===== src/rtl/adc_dec_pkg.sv =====
// Constants and types shared by the ADC decimation chain (CIC front end, hb1, hb2).
package adc_dec_pkg;
    localparam int CIC_IN_W  = 5;
    localparam int CIC_N     = 5;
    localparam int CIC_R     = 64;
    localparam int CIC_PH_W  = $clog2(CIC_R);
    // Full-precision growth: IN_W + N*log2(R)
    localparam int ADC_DAT_W = CIC_IN_W + CIC_N * CIC_PH_W;

    typedef logic signed [ADC_DAT_W-1:0] adc_dat_t;

    typedef struct packed {
        logic     vld;
        adc_dat_t dat;
    } adc_smp_t;
endpackage


===== src/rtl/cic_comb_stage.sv =====
// One CIC comb (differentiator, M=1) on the decimated stream; registered output.
module cic_comb_stage #(
    parameter int OUT_W = 35
) (
    input  logic             clk,
    input  logic             rst,
    input  logic             vld_i,
    input  logic [OUT_W-1:0] dat_i,
    output logic             vld_o,
    output logic [OUT_W-1:0] dat_o
);
    logic [OUT_W-1:0] y_q, dly_q;
    logic             vld_q;

    always_ff @(posedge clk) begin
        if (rst) begin
            y_q   <= '0;
            dly_q <= '0;
            vld_q <= 1'b0;
        end else begin
            vld_q <= vld_i;
            if (vld_i) begin
                y_q   <= dat_i - dly_q;
                dly_q <= dat_i;
            end
        end
    end

    assign vld_o = vld_q;
    assign dat_o = y_q;
endmodule


===== src/rtl/cic5_decimator.sv =====
// sinc^N CIC decimator: strobed integrators and phase counter, pipelined comb chain.
module cic5_decimator
    import adc_dec_pkg::*;
#(
    parameter int IN_W  = CIC_IN_W,
    parameter int N     = CIC_N,
    parameter int R     = CIC_R,
    parameter int OUT_W = ADC_DAT_W
) (
    input  logic             clk,
    input  logic             rst,
    input  logic             clk_vld_in,
    input  logic [IN_W-1:0]  dat_in,
    input  logic             sync,
    output logic             clk_vld_out,
    output logic [OUT_W-1:0] dat_out
);
    localparam int PH_W = $clog2(R);

    logic [N-1:0][OUT_W-1:0] integ_q, integ_d;
    logic [PH_W-1:0]         ph_q, ph_d;
    logic [OUT_W-1:0]        cap_q;
    logic [OUT_W-1:0]        dat_out_q;
    logic                    vld_out_q;
    logic                    dec_evt;

    logic [N:0]              vld_pipe;
    logic [N:0][OUT_W-1:0]   comb_dat;

    assign dec_evt = clk_vld_in && !sync && (ph_q == PH_W'(R-1));

    // Each stage accumulates the previous stage's pre-edge value; wrap is intended.
    always_comb begin
        integ_d = integ_q;
        if (clk_vld_in) begin
            integ_d[0] = integ_q[0] + {{(OUT_W-IN_W){dat_in[IN_W-1]}}, dat_in};
            for (int k = 1; k < N; k++)
                integ_d[k] = integ_q[k] + integ_q[k-1];
        end
    end

    always_comb begin
        ph_d = ph_q;
        if (sync)
            ph_d = '0;
        else if (clk_vld_in)
            ph_d = ph_q + 1'b1;
    end

    always_ff @(posedge clk) begin
        if (rst) begin
            integ_q     <= '0;
            ph_q        <= '0;
            cap_q       <= '0;
            vld_pipe[0] <= 1'b0;
        end else begin
            integ_q     <= integ_d;
            ph_q        <= ph_d;
            vld_pipe[0] <= dec_evt;
            if (dec_evt)
                cap_q <= integ_q[N-1];
        end
    end

    assign comb_dat[0] = cap_q;

    for (genvar k = 1; k <= N; k++) begin : g_comb
        cic_comb_stage #(.OUT_W(OUT_W)) u_comb (
            .clk   (clk),
            .rst   (rst),
            .vld_i (vld_pipe[k-1]),
            .dat_i (comb_dat[k-1]),
            .vld_o (vld_pipe[k]),
            .dat_o (comb_dat[k])
        );
    end

    always_ff @(posedge clk) begin
        if (rst) begin
            dat_out_q <= '0;
            vld_out_q <= 1'b0;
        end else begin
            vld_out_q <= vld_pipe[N];
            if (vld_pipe[N])
                dat_out_q <= comb_dat[N];
        end
    end

    assign clk_vld_out = vld_out_q;
    assign dat_out     = dat_out_q;
endmodule

===== config.mk =====
export PLATFORM = sky130hd
export DESIGN_NAME = cic5_decimator
export DESIGN_NICKNAME = d
export VERILOG_FILES = /design/src/rtl/adc_dec_pkg.sv /design/src/rtl/cic_comb_stage.sv /design/src/rtl/cic5_decimator.sv
export SDC_FILE = /design/constraint.sdc
export NUM_CORES = 2
export LEC_CHECK = 0
export ABC_AREA = 1
export CORE_MARGIN = 2
export CORE_UTILIZATION = 25
export CTS_CLUSTER_SIZE = 10
export DETAILED_ROUTE_END_ITERATION = 8
export PLACE_DENSITY_LB_ADDON = 0.3
export SLEW_MARGIN = 10
export SYNTH_ARGS = -nofsm -noshare
export SYNTH_HDL_FRONTEND = slang
export SYNTH_SLANG_ARGS = --single-unit

===== constraint.sdc =====
create_clock -name clk -period 2.8 [get_ports clk]
set_input_delay 0.42 -clock clk [delete_from_list [all_inputs] [get_ports clk]]
set_output_delay 0.42 -clock clk [all_outputs]
set_load 0.03 [all_outputs]

==> Yosys cells after proc, flatten, opt, wreduce, memory -nomap -nowiden <==
Index checks and enable logic that the tools add are counted.
{ "op_classes": {"add_sub_neg": 11, "n_eq_ne": 1, "reduce_logical": 4} }
{ "ops": {"columns": ["operator", "count"], "rows": [
  ["$add 35x35->35", 5],
  ["$sub 35x35->35", 5],
  ["$add 6x1->6 const B", 1],
  ["$eq 6x6->1 const B", 1],
  ["$logic_and 1x1->1", 2],
  ["$reduce_or 2->1", 1],
  ["$logic_not 1->1", 1]
]} }
{ "word_totals": {"reg_bits": 608, "output_inout_bits": 36, "wordCells": 41} }

==> Longest topological paths before layout <==
{ "logic_depth": {"word_depth": 3, "depth_mapped": 16, "depth_no_buf": 16} }

==> Modules after synthesis <==
Synthesis repeated with hierarchy kept, for this count alone.
{ "unflattened": {"hier_cells": 7555, "area_unflattened_um2": 45936.6} }
{ "by_module_without_submodules": {"columns": ["mod", "instances", "cells_per_inst", "area_each_um2"], "rows": [
  ["cic_comb_stage", 5, 782, 4927.2],
  ["cic5_decimator", 1, 3645, 21300.4]
]} }

==> Worst setup path before layout <==
No wires, ideal clock.
{ "synth_path": {"path_kind": "input to register", "from": "in dat_in[0]", "to": "reg integ_q[32] in the netlist's numbering", "setup_ns": 0.109, "t_arrival_ns": 1.870, "setup_slack_ns": 0.821, "cell_stages": 15, "path_buffers": 0, "path_cell_list": "ha_1 inv_1 fa_1 inv_1 nand3_1 nand2_1 nand2_1 nand2_2 nand3_1 nand2_1 nand2_1 nand3_1 nand3_1 nand2_1 inv_1"} }
{ "synth_via": {"elab_chain_cells": 1} }
{ "synth_lines": {"columns": ["item", "line_no", "rtl"], "rows": [
  ["from (decl)", "cic5_decimator.sv:13", "input logic [IN_W-1:0] dat_in,"],
  ["$add 35x35->35", "cic5_decimator.sv:36", "integ_d[0] = integ_q[0] + {{(OUT_W-IN_W){dat_in[IN_W-1]}}, dat_in};"],
  ["to (signal assigned)", "cic5_decimator.sv:57", "integ_q <= integ_d;"],
  ["to (decl)", "cic5_decimator.sv:20", "logic [N-1:0][OUT_W-1:0] integ_q, integ_d;"]
]} }
No other way between the ends.
A chain may end at the register's enable or synchronous reset.

==> Worst setup path in the final report <==
{ "layout_path": {"from": "reg integ_q[105] in the netlist's numbering", "to": "reg integ_q[170] in the netlist's numbering"} }
{ "layout_via": {"elab_chain_cells": 1} }
{ "layout_lines": {"columns": ["item", "line_no", "rtl"], "rows": [
  ["$add 35x35->35", "cic5_decimator.sv:38", "integ_d[k] = integ_q[k] + integ_q[k-1];"]
]} }
No other way between the ends.

==> results.cfg <==
[run_status]
outcome = finished clean

[critical_path]
critical_path_class = flip-flop to flip-flop
cp.arrival_ns = 3.01
required_ns = 3.37
crit_fanout = 4
endpoint_kind = flip-flop
crit_path_start_kind = flip-flop

[cts]
cts_root_buf = clkbuf_16
htree_levels = 3
clk_pin_slew_ns = 0.06
cts_num_sinks = 608
numCtsBuffers = 79
postCtsResizedCells = 0
cts.hold.buffers_added = 0
cts_setup_buffers = 0
cts_tree = built
clkLatencyLatePin_ns = 0.69
clockBufferDepth = 3

[final_layout]
final_area_mm2 = 0.0515
area_delta_synth_final_pct = 13.0
post-route-util = 0.285
nNetsFinal = 8003
final_layout_size_suffix_gt1_frac = 0.0433

[timing]
max_freq_mhz = 411
worstMarginPinSlew_ns = 1.18
relSlewSlack = 0.213
clock_skew_ns = 0.0318
hold_slack_ns = 0.0965
slew_viol_final = 0
setup_slack_ns = 0.364
period_share = 0.870
rsz0062_at_grt = false
period_minus_slack_ns = 2.44
hold_viol = 0
finalSetupViolations = 0

[placed_design]
post-dp-hpwl_mm = 110
dp_slack_ns = 0.0211
portBuffers = 44
gp_congestion = 0.879
place_area_mm2 = 0.0491

[route]
wl_mm = 138
first_pass_iters = 6
via_per_inst = 4.48
drt_iter0_markers = 3011
drt-wirelength-per-cell_um = 13.8
drc = 0
vias = 45077
ant_nets = 0

[pwr]
switching_share = 0.302
total_power_mw = 23.2
power_frac_clock = 0.429
intPower_mw = 16.2
power_density_mw_per_mm2 = 449
seqPwrFrac = 0.402
vdd_ir_drop_max_mv = 0.382
power_frac_comb = 0.169
p_sw_mw = 6.99
p_leak_nw = 27.1

[global_routing]
antenna_found_initial = 2
grt_overflow = 0
grt_pass1_wl_mm = 224
grt_usage = 0.146
gr-usage-met2 = 0.231
grtUsageMet1 = 0.212
busiest_layer = met2
grt_max_degree = 136
grt_pass1_vias = 41406
grt.met3_usage = 0.0169

[logic_synthesis]
synthTopCellsByArea = dfxtp_1, nand2_1, inv_1
synth_top_area_cell = dfxtp_1
syn_area_per_cell_um2 = 5.98
yosysSeqAreaShare = 0.267
syn_inst = 7620
yosysUniqueCellTypes = 37
syn_nets = 7980
ys_ff_latch = 608
synth_top_area_frac = 0.267
ys_warn_count = 0
synth_area_mm2 = 0.0456

[floorplan]
rows = 156
die_area_mm2 = 0.186
core_mm2 = 0.181
die_y_um = 431
start_util = 0.252
ioPinCount = 45
fp.dieW_um = 431

[run]
maxCapViolCount = 0

[hold_path]
min_path_type = primary input to flip-flop
stage by stage:
| step | TNS [ns] | instances |
|---|---|---|
| global placement | -0.00152 | 9932 |
| detailed placement | 0 | 9932 |
| finish | 0 | 10054 |
| global route | 0 | 10053 |
| CTS | 0 | 10052 |
| floorplan | 0 | 7620 |
worst paths after layout:
kind	start	endpoint	cells past startpoint	slack, ns
worst min register to register	g_comb[5].u_comb.dat_o[30]	dat_out[30]	2	0.45
worst min-delay path	rst	g_comb[3].u_comb.vld_o	2	0.1
worst max-delay path	integ_q[105]	integ_q[170]	14	0.36
worst max register to register	integ_q[105]	integ_q[170]	14	0.36
layout make-up:
type,instances,area [µm²]
tap,2370,2970
timing repair buffer,138,1250
clock inverter,23,372
sequential,608,12200
fill,20220,129000
inverter,1382,5200
clock buffer,97,2080
antenna,2,5.00
multi-input combinational,5434,27500
kinds of logic after synthesis:
logic type	count (synthesis)	share of synthesized area
buf+inv	1578	0.131
fa+ha+maj	351	0.0980
xor+xnor	157	0.0302
compound gates	1374	0.155
flops	608	0.267
simple gates	3552	0.319
power by group through the flow:
stage / Clock (mW) / Combinational (mW) / Sequential, mW
floorplan: 0 / 2.87 / 9.28
global placement: 0 / 3.87 / 9.52
detailed placement: 0 / 3.89 / 9.52
CTS: 10.3 / 3.91 / 9.33
global route: 10.7 / 4.49 / 9.34
finish: 9.94 / 3.90 / 9.31
registers in the layout, indices dropped and copies added, names as in the netlist:
register	flops
cap_q	35
clk_vld_out	1
dat_out	35
g_comb.u_comb.dat_o	175
g_comb.u_comb.dly_q	175
g_comb.u_comb.vld_o	5
integ_q	175
ph_q	6
vld_pipe	1
worst max-delay path, cell delays in order (launching register included):
cell and delay [ns]:
dfxtp_1 0.35, ha_1 0.29, inv_1 0.09, fa_1 0.41
inv_1 0.07, nand3_1 0.12, nor2_1 0.16, or2_1 0.16
nand2_1 0.06, nand2_1 0.17, nand2_1 0.14, nand3_1 0.11
nand3_1 0.07, nand2_1 0.08, inv_1 0.03
placed cells by master (no fill, tap or decap), types with 26 or more instances in the layout:
cell type,n
nand2_1,1774
inv_1,1369
nor2_1,1067
a21oi_1,664
o21ai_0,625
dfxtp_1,603
nand3_1,468
ha_1,341
xor2_1,134
buf_4,86
nor3_1,81
clkbuf_16,79
nand2_2,63
clkdlybuf4s50_1,42
nand4_1,33
o21bai_1,26
routing by layer:
metal,wire (µm),up-vias
met1,71200,20243
met4,2210,0
met5,0,-
met2,59800,690
met3,5110,133
li1,-,24011
synthesized netlist by cell type:
library cell  count
xnor2_1          23
nor3_1           81
buf_4             3
buf_2            28
clkinv_1          4
o21a_1           11
nor2_1         1067
or2_1             7
nand3_1         468
clkbuf_1        150
nand2_1        1774
o21ai_0         625
a31oi_1           9
nor2_2           19
nand2_2          63
xor2_1          134
nand2_4           1
fa_1             10
nor4_1            1
ha_1            341
nand4_1          33
a21oi_1         664
a21boi_1          3
and3_1            1
inv_2             8
inv_1          1370
nor3_2           19
a21boi_0         13
o211ai_1         14
o21bai_1         26
nand3_2          11
nand3b_1          5
and2_1            1
nor2_8            1
buf_1            15
dfxtp_1         608
o21ai_1           9
(Power assumes the default switching activity.)
